File: src/rtl/seq_signed_divider.sv
// -----------------------------------------------------------------------------
// seq_signed_divider
//
// Purpose
//   Iterative signed restoring divider used by the multicycle CPU for DIV.
//   The datapath presents the operands and pulses start. The control FSM stalls
//   on busy until done. LO then takes the quotient and HI takes the remainder.
//   One quotient bit is produced per clock. Every output is registered, so there
//   is no combinational path from any input to any output.
//
// Optional feature
//   DIV_EARLY_EXIT_EN : when defined, an operation with a nonzero divisor whose
//                       dividend magnitude is below the divisor magnitude
//                       completes straight from accept. In that case the
//                       quotient is 0, the remainder is a, and the latency is
//                       1 cycle. Results are bit-identical with or without the
//                       macro; only the latency changes.
//
// Ports
//   clk          in   1      rising-edge clock
//   reset        in   1      asynchronous, active-high; clears all state
//   a            in   WIDTH  dividend (two's complement), sampled on accept
//   b            in   WIDTH  divisor  (two's complement), sampled on accept
//   start        in   1      request; only honoured in IDLE
//   quotient     out  WIDTH  signed quotient, truncated toward zero
//   remainder    out  WIDTH  signed remainder, sign follows the dividend
//   done         out  1      one-cycle completion pulse
//   div_by_zero  out  1      divisor of the last accepted operation was zero
//   busy         out  1      high in every state except IDLE
// -----------------------------------------------------------------------------
module seq_signed_divider #(
  parameter int WIDTH = 32
) (
  input  logic             clk,
  input  logic             reset,
  input  logic [WIDTH-1:0] a,
  input  logic [WIDTH-1:0] b,
  input  logic             start,
  output logic [WIDTH-1:0] quotient,
  output logic [WIDTH-1:0] remainder,
  output logic             done,
  output logic             div_by_zero,
  output logic             busy
);

  localparam logic [1:0] S_IDLE = 2'd0;
  localparam logic [1:0] S_RUN  = 2'd1;
  localparam logic [1:0] S_FIX  = 2'd2;
  localparam logic [1:0] S_DONE = 2'd3;

  // The counter must hold WIDTH-1.
  localparam int              CNT_W    = $clog2(WIDTH);
  localparam logic [CNT_W-1:0] CNT_INIT = CNT_W'(WIDTH - 1);
  localparam logic [CNT_W-1:0] CNT_ONE  = CNT_W'(1);

  logic [1:0]       state_reg, state_next;
  logic [CNT_W-1:0] cnt_reg;
  logic [WIDTH-1:0] rem_reg;       // partial remainder magnitude
  logic [WIDTH-1:0] dvd_reg;       // dividend magnitude, becomes quotient magnitude
  logic [WIDTH-1:0] dvs_reg;       // divisor magnitude
  logic             sign_q_reg;
  logic             sign_r_reg;
  logic [WIDTH-1:0] quotient_reg;
  logic [WIDTH-1:0] remainder_reg;
  logic             done_reg;
  logic             dbz_reg;
  logic             busy_reg;

  // ---------------------------------------------------------------------------
  // Operand magnitudes. These are treated as unsigned, so negating MIN_INT
  // yields exactly 2^(WIDTH-1) with no overflow.
  // ---------------------------------------------------------------------------
  logic [WIDTH-1:0] a_mag;
  logic [WIDTH-1:0] b_mag;
  logic             b_is_zero;
  logic             early_exit;

  assign a_mag     = a[WIDTH-1] ? -a : a;
  assign b_mag     = b[WIDTH-1] ? -b : b;
  assign b_is_zero = (b == '0);

`ifdef DIV_EARLY_EXIT_EN
  // |a| < |b| means the quotient is 0 and the remainder is a itself.
  // This also catches a == 0.
  assign early_exit = !b_is_zero && (a_mag < b_mag);
`else
  assign early_exit = 1'b0;
`endif

  // ---------------------------------------------------------------------------
  // One restoring step.
  // {rem,dvd} is shifted left by one bit. The divisor is then trial-subtracted
  // using WIDTH+1 bits. Because the shifted value is always below 2*divisor,
  // bit WIDTH of the difference is exactly the borrow.
  // ---------------------------------------------------------------------------
  logic [WIDTH:0]   shift_val;
  logic [WIDTH:0]   trial;
  logic             q_bit;
  logic [WIDTH-1:0] rem_step;
  logic [WIDTH-1:0] dvd_step;

  assign shift_val = {rem_reg, dvd_reg[WIDTH-1]};
  assign trial     = shift_val - {1'b0, dvs_reg};
  assign q_bit     = ~trial[WIDTH];
  assign rem_step  = q_bit ? trial[WIDTH-1:0] : shift_val[WIDTH-1:0];

  // The dividend register shifts left. The fresh quotient bit enters at the
  // bottom, so after WIDTH steps the register holds the quotient magnitude.
  genvar gi;
  generate
    for (gi = 1; gi < WIDTH; gi++) begin : g_dvd_shift
      assign dvd_step[gi] = dvd_reg[gi-1];
    end
  endgenerate
  assign dvd_step[0] = q_bit;

  // ---------------------------------------------------------------------------
  // Next-state logic
  // ---------------------------------------------------------------------------
  always_comb begin
    state_next = state_reg;
    case (state_reg)
      S_IDLE: begin
        if (start) begin
          // A zero divisor or the early-exit case goes straight to DONE.
          if (b_is_zero || early_exit) begin
            state_next = S_DONE;
          end else begin
            state_next = S_RUN;
          end
        end
      end
      S_RUN: begin
        if (cnt_reg == '0) begin
          state_next = S_FIX;
        end
      end
      S_FIX:   state_next = S_DONE;
      S_DONE:  state_next = S_IDLE;
      default: state_next = S_IDLE;
    endcase
  end

  // ---------------------------------------------------------------------------
  // State and datapath registers
  // ---------------------------------------------------------------------------
  always_ff @(posedge clk or posedge reset) begin
    if (reset) begin
      state_reg     <= S_IDLE;
      cnt_reg       <= '0;
      rem_reg       <= '0;
      dvd_reg       <= '0;
      dvs_reg       <= '0;
      sign_q_reg    <= 1'b0;
      sign_r_reg    <= 1'b0;
      quotient_reg  <= '0;
      remainder_reg <= '0;
      done_reg      <= 1'b0;
      dbz_reg       <= 1'b0;
      busy_reg      <= 1'b0;
    end else begin
      state_reg <= state_next;
      // busy and done are registered copies of the upcoming state. This keeps
      // them glitch-free and aligned with the state register.
      busy_reg  <= (state_next != S_IDLE);
      done_reg  <= (state_next == S_DONE);

      case (state_reg)
        S_IDLE: begin
          if (start) begin
            dvd_reg    <= a_mag;
            dvs_reg    <= b_mag;
            rem_reg    <= '0;
            cnt_reg    <= CNT_INIT;
            sign_q_reg <= a[WIDTH-1] ^ b[WIDTH-1];
            sign_r_reg <= a[WIDTH-1];
            dbz_reg    <= b_is_zero;
            if (early_exit) begin
              quotient_reg  <= '0;
              remainder_reg <= a;
            end
          end
        end
        S_RUN: begin
          rem_reg <= rem_step;
          dvd_reg <= dvd_step;
          cnt_reg <= cnt_reg - CNT_ONE;
        end
        S_FIX: begin
          // For MIN_INT / -1, q_mag is 2^(WIDTH-1) and sign_q is 0, so the
          // result wraps to MIN_INT by construction.
          quotient_reg  <= sign_q_reg ? -dvd_reg : dvd_reg;
          remainder_reg <= sign_r_reg ? -rem_reg : rem_reg;
        end
        default: ;
      endcase
    end
  end

  assign quotient    = quotient_reg;
  assign remainder   = remainder_reg;
  assign done        = done_reg;
  assign div_by_zero = dbz_reg;
  assign busy        = busy_reg;

endmodule
File: config.mk
export PLATFORM = sky130hd
export DESIGN_NAME = seq_signed_divider
export DESIGN_NICKNAME = d
export VERILOG_FILES = /design/src/rtl/seq_signed_divider.sv
export SDC_FILE = /design/constraint.sdc
export NUM_CORES = 1
export LEC_CHECK = 0
export ABC_CLOCK_PERIOD_IN_PS = 6960
export CAP_MARGIN = 5
export CORE_MARGIN = 3
export CORE_UTILIZATION = 42
export CTS_CLUSTER_DIAMETER = 200
export DETAILED_ROUTE_END_ITERATION = 10
export PLACE_DENSITY_LB_ADDON = 0.08
export SETUP_SLACK_MARGIN = 0.02
export SYNTH_ARGS = -nofsm -noshare
export SYNTH_HDL_FRONTEND = slang
export SYNTH_SLANG_ARGS = --single-unit
File: constraint.sdc
create_clock -name clk -period 6.96 [get_ports clk]
set_clock_uncertainty 0.1 [all_clocks]
set_input_delay 0.696 -clock clk [delete_from_list [all_inputs] [get_ports clk]]
set_output_delay 0.696 -clock clk [all_outputs]
set_load 0.01 [all_outputs]
* Word-level counts from Yosys, hierarchy flattened *
Index checks and enable logic that the tools add are counted.

word-level totals
  logic and storage cells = 47
  register bits after elaboration = 172

operators by class
  add/subtract/negate cells = 6
  reduce and logical (&&, ||, !) cells = 7
  multiplexer cells = 15
  bitwise operators = 2
  equality and inequality tests = 5

operator list
  operator                                                            count
  32-bit 2-to-1 mux                                                   7
  32-bit negator                                                      4
  32-bit case mux with 2 select lines                                 2
  33-bit by 32-bit subtractor with 33-bit output                      1
  32-bit logical NOT                                                  1
  5-bit case mux with 2 select lines                                  1
  2-bit case mux with 4 select lines                                  1
  2-bit == test, second input constant                                3
  2-bit 2-to-1 mux                                                    3
  5-bit logical NOT                                                   1
  5-bit 2-to-1 mux                                                    1
  5-bit by 1-bit subtractor with 5-bit output, second input constant  1
  2-bit AND reduction                                                 2
  2-bit nonzero test                                                  2
  2-bit by 1-bit == test with 1-bit output, second input constant     1
  2-bit logical NOT                                                   1
  2-bit != test, second input constant                                1
  1-bit NOT                                                           1
  1-bit XOR                                                           1

* Logic depth before layout (Yosys ltp) *
  depth in word-level cells = 5
  mapped depth = 13
  depth with buffers taken out = 11

* Worst setup path after synthesis *
OpenSTA, ideal clock, no wires.

  kind = register to register
  start = register rem_reg[8]
  end = register rem_reg[10]
  period minus slack after synthesis = 2753 ps
  data arrival time = 2521 ps
  library setup time = 132 ps
  cell stages (with the launch flop) = 13
  path slack = 4207 ps
  data required time = 6728 ps
  path buffers = 3
  path through = dfrtp_1 > ha_1 > buf_6 > and3_4 > and3_1 > o21ai_1 > a21oi_1 > or4b_4 > nand3_2 > buf_8 > buf_12 > mux2i_1 > o21ai_1

between the ends
  longest elaborated chain between the ends = 3

RTL lines
  what                                            RTL line  text
  start, declared                                 58        logic [WIDTH-1:0] rem_reg;
  start signal, assigned                          185       rem_reg <= rem_step;
  33-bit by 32-bit subtractor with 33-bit output  103       assign trial = shift_val - {1'b0, dvs_reg};
  32-bit 2-to-1 mux                               105       assign rem_step = q_bit ? trial[WIDTH-1:0] : shift_val[WIDTH-1:0];
  32-bit case mux with 2 select lines             168       case (state_reg)

No other way between the ends.
A chain may end at the register's enable or synchronous reset.

* Final worst setup path *
  start = register rem_reg[24]
  end = register dvd_reg[0]

between the ends
  longest elaborated chain between the ends = 3

RTL lines
  what                                            RTL line  text
  33-bit by 32-bit subtractor with 33-bit output  103
  1-bit NOT                                       104       assign q_bit = ~trial[WIDTH];
  32-bit case mux with 2 select lines             168
  end signal, assigned                            171       dvd_reg <= a_mag;
  end signal, assigned                            186       dvd_reg <= dvd_step;
  end, declared                                   59        logic [WIDTH-1:0] dvd_reg;

No other way between the ends.

==> results_dict.tcl <==
set metrics [dict create \
    tns_ns 0 \
    synth.cell_area_um2 11400 \
    period_minus_slack_ns 3.63 \
    hold_violations 0 \
    path_clk_slew_ns 0.07 \
    ys.flop_type "dfrtp_1" \
    io_buffer_count 133 \
    power.density_nw_per_um2 480 \
    critPathMaxFanout 22 \
    layout_common_cells "nand2_1 (209), dfrtp_1 (172), o21ai_0 (154), clkdlybuf4s50_1 (133), xor2_1 (107)" \
    cp.buffers_inverters 1 \
    antenna_found_initial 0 \
    cts_buffers 17 \
    area_growth_pct 18.4 \
    cts_setup_buffers 0 \
    placed_area_um2 12800 \
    dr.first_iter.drc_count 647 \
    post_cts_resize_count 0 \
    slew_headroom_pct 27.1 \
    clock.fmax_mhz 275 \
    yosysSeqAreaShare_pct 37.9 \
    drv_cap 0 \
    worst_ep_required_time_ns 7.14 \
    setup_viol 0 \
    dp_slack_ns 3.34 \
    grt_max_degree 89 \
    p_leak_nw 5.66 \
    synth_cells 1307 \
    synth_area_per_cell_um2 8.69 \
    path_class "reg2reg" \
    antenna_cells 0 \
    nets 1496 \
    layout_commonest_cell "nand2_1" \
    die-area_um2 29000 \
    clock_latency_ns 0.44 \
    status "finished, final reports clean" \
    setup_slack_ns 3.33 \
    rows 59 \
    firstDrtPassIters 4 \
    dr_total_vias 9594 \
    finalCritPeriodShare_pct 52.2 \
    cts_buffer_depth 2 \
    worstMarginPinSlew_ns 1.09 \
    grt_remaining_overflow 0 \
    cts_sinks 172 \
    peakVddDrop_v 0.000241 \
    ys_seq_elements 172 \
    cts_root_buf "clkbuf_16" \
    synth_edf_count 0 \
    avgRoutedWirePerCell_um 17.3 \
    grt_pass1_vias 9316 \
    ys_async_sr_fraction_pct 100 \
    initial_core_util_pct 43.1 \
    crit_family "simple AND/OR/NAND/NOR gates" \
    routed_wirelength_um 30100 \
    synthesis.nets 1412 \
    core_um2 26400 \
    die_y_um 170 \
    worstPathCellList "ha_1 -> nand4_1 -> nor4_1 -> o21ai_1 -> o311ai_1 -> or4b_4 -> nand3_2 -> buf_4 -> nand2_1 -> o311ai_0" \
    dp_hpwl_um 22400 \
    slowest_stage "ha_1" \
    cts-hold-fix-buffers 0 \
    yosys_warnings 0 \
    drive_gt1_share_pct 5.77 \
    slowest_delay_ns 0.47 \
    crit_path_start_kind "flip-flop" \
    track_usage_pct 21.2 \
    grt_pass1_wl_um 49800 \
    worstSetupEndpointType "flip-flop" \
    instances_no_fill 1738 \
    design_area_um2 13500 \
    rsz0062_at_grt "false" \
    gp_congestion 0.884 \
    htree_levels 4 \
    finalPower_mw 6.46 \
    slew_viol_final 0 \
    dp.cells 1707 \
    routed_via_density 5.52 \
    drc 0 \
    timing.hold.worst.class "reg2reg" \
    cp_data_arrival_time_ns 3.81 \
    fp.dieW_um 170 \
    antenna_left 0 \
    synth.distinct_cells 76 \
    cts_tree "done" \
    io_pins 134 \
]
## power breakdown
group | switching (mW) | total [mW] | internal [mW]
Clock | 0.438 | 1.02 | 0.584
Sequential | 0.498 | 1.84 | 1.35
Combinational | 2.04 | 3.60 | 1.56
Total | 2.98 | 6.46 | 3.49
## area by class of cell
type                       instances  area [µm²]
fill                            2577       12900
multi-input combinational        998        6480
sequential                       172        4300
timing repair buffer             142        1400
clock buffer                      18         439
tap                              335         419
inverter                          60         230
clock inverter                    13         180
## logic make-up (layout without fill, tap and decap cells)
| group | Yosys count | count (layout) | share of synthesized area, % |
|---|---|---|---|
| buf+inv | 137 | 233 | 5.28 |
| simple gates | 374 | 374 | 16.0 |
| fa+ha+maj | 38 | 38 | 4.25 |
| mux | 28 | 28 | 2.47 |
| xor+xnor | 143 | 143 | 11.0 |
| flops | 172 | 172 | 37.9 |
| compound gates | 415 | 415 | 23.1 |
## cells in the mapped netlist (4+ instances only)
master | count | area (µm²)
a21o_1 | 13 | 97.6
a21oi_1 | 54 | 270
a21oi_2 | 5 | 43.8
a22oi_1 | 23 | 173
and2_1 | 8 | 50.1
and3_1 | 4 | 25.0
buf_1 | 5 | 18.8
buf_2 | 6 | 30.0
buf_6 | 4 | 45.0
clkbuf_1 | 58 | 218
dfrtp_1 | 172 | 4300
ha_1 | 37 | 463
inv_1 | 60 | 225
mux2i_1 | 28 | 280
nand2_1 | 210 | 788
nand2b_1 | 15 | 93.8
nand3_1 | 16 | 80.1
nand4_1 | 15 | 93.8
nor2_1 | 32 | 120
nor2b_1 | 7 | 43.8
nor3_1 | 11 | 55.1
nor4_1 | 13 | 81.3
nor4_2 | 4 | 50.1
o211ai_1 | 6 | 45.0
o21a_1 | 4 | 30.0
o21ai_0 | 155 | 776
o21ai_1 | 34 | 170
o221ai_1 | 5 | 43.8
o22ai_1 | 21 | 131
o31ai_1 | 31 | 233
o31ai_2 | 5 | 62.6
o41ai_1 | 20 | 175
or3_1 | 7 | 43.8
or4_1 | 7 | 52.6
xnor2_1 | 36 | 315
xor2_1 | 107 | 937
## per-layer routing
layer | track usage [%] | up-vias | share of wire (%)
li1 | - | 4830 | -
met4 | 5.11 | 0 | 1.1
met5 | 0 | - | 0
met2 | 30.6 | 204 | 42
met1 | 33.4 | 4541 | 53
met3 | 2.67 | 19 | 3.7
## worst paths after layout
path                        startpoint           end  slack, ns  cells after the start
min in group asynchronous        reset  quotient[13]       0.58                      2
max in group asynchronous        reset    rem_reg[1]       4.90                      3
setup / recovery           rem_reg[24]    dvd_reg[0]       3.33                     10
hold reg to reg            quotient[3]   quotient[3]       0.37                      2
setup reg to reg           rem_reg[24]    dvd_reg[0]       3.33                     10
hold / removal             quotient[3]   quotient[3]       0.37                      2
## per-stage QoR
step           utilization (%)  hold slack [ns]
2_1_floorplan                -            0.346
6_report                  51.0            0.375
3_5_place_dp              48.7            0.369
4_1_cts                   51.0            0.385
3_3_place_gp              48.7            0.361
5_1_grt                   51.0            0.405
## worst register-to-register path: cells and delay by family, from the launching register on
family | cells | cell delay, ns
AO/OA/AOI/OAI | 3 | 0.42
flip-flops | 1 | 0.46
AND/OR/NAND/NOR | 5 | 1.61
adder cells (fa/ha/maj) | 1 | 0.47
buffers and inverters | 1 | 0.41
Note: power is estimated with default switching activity, not from simulation.
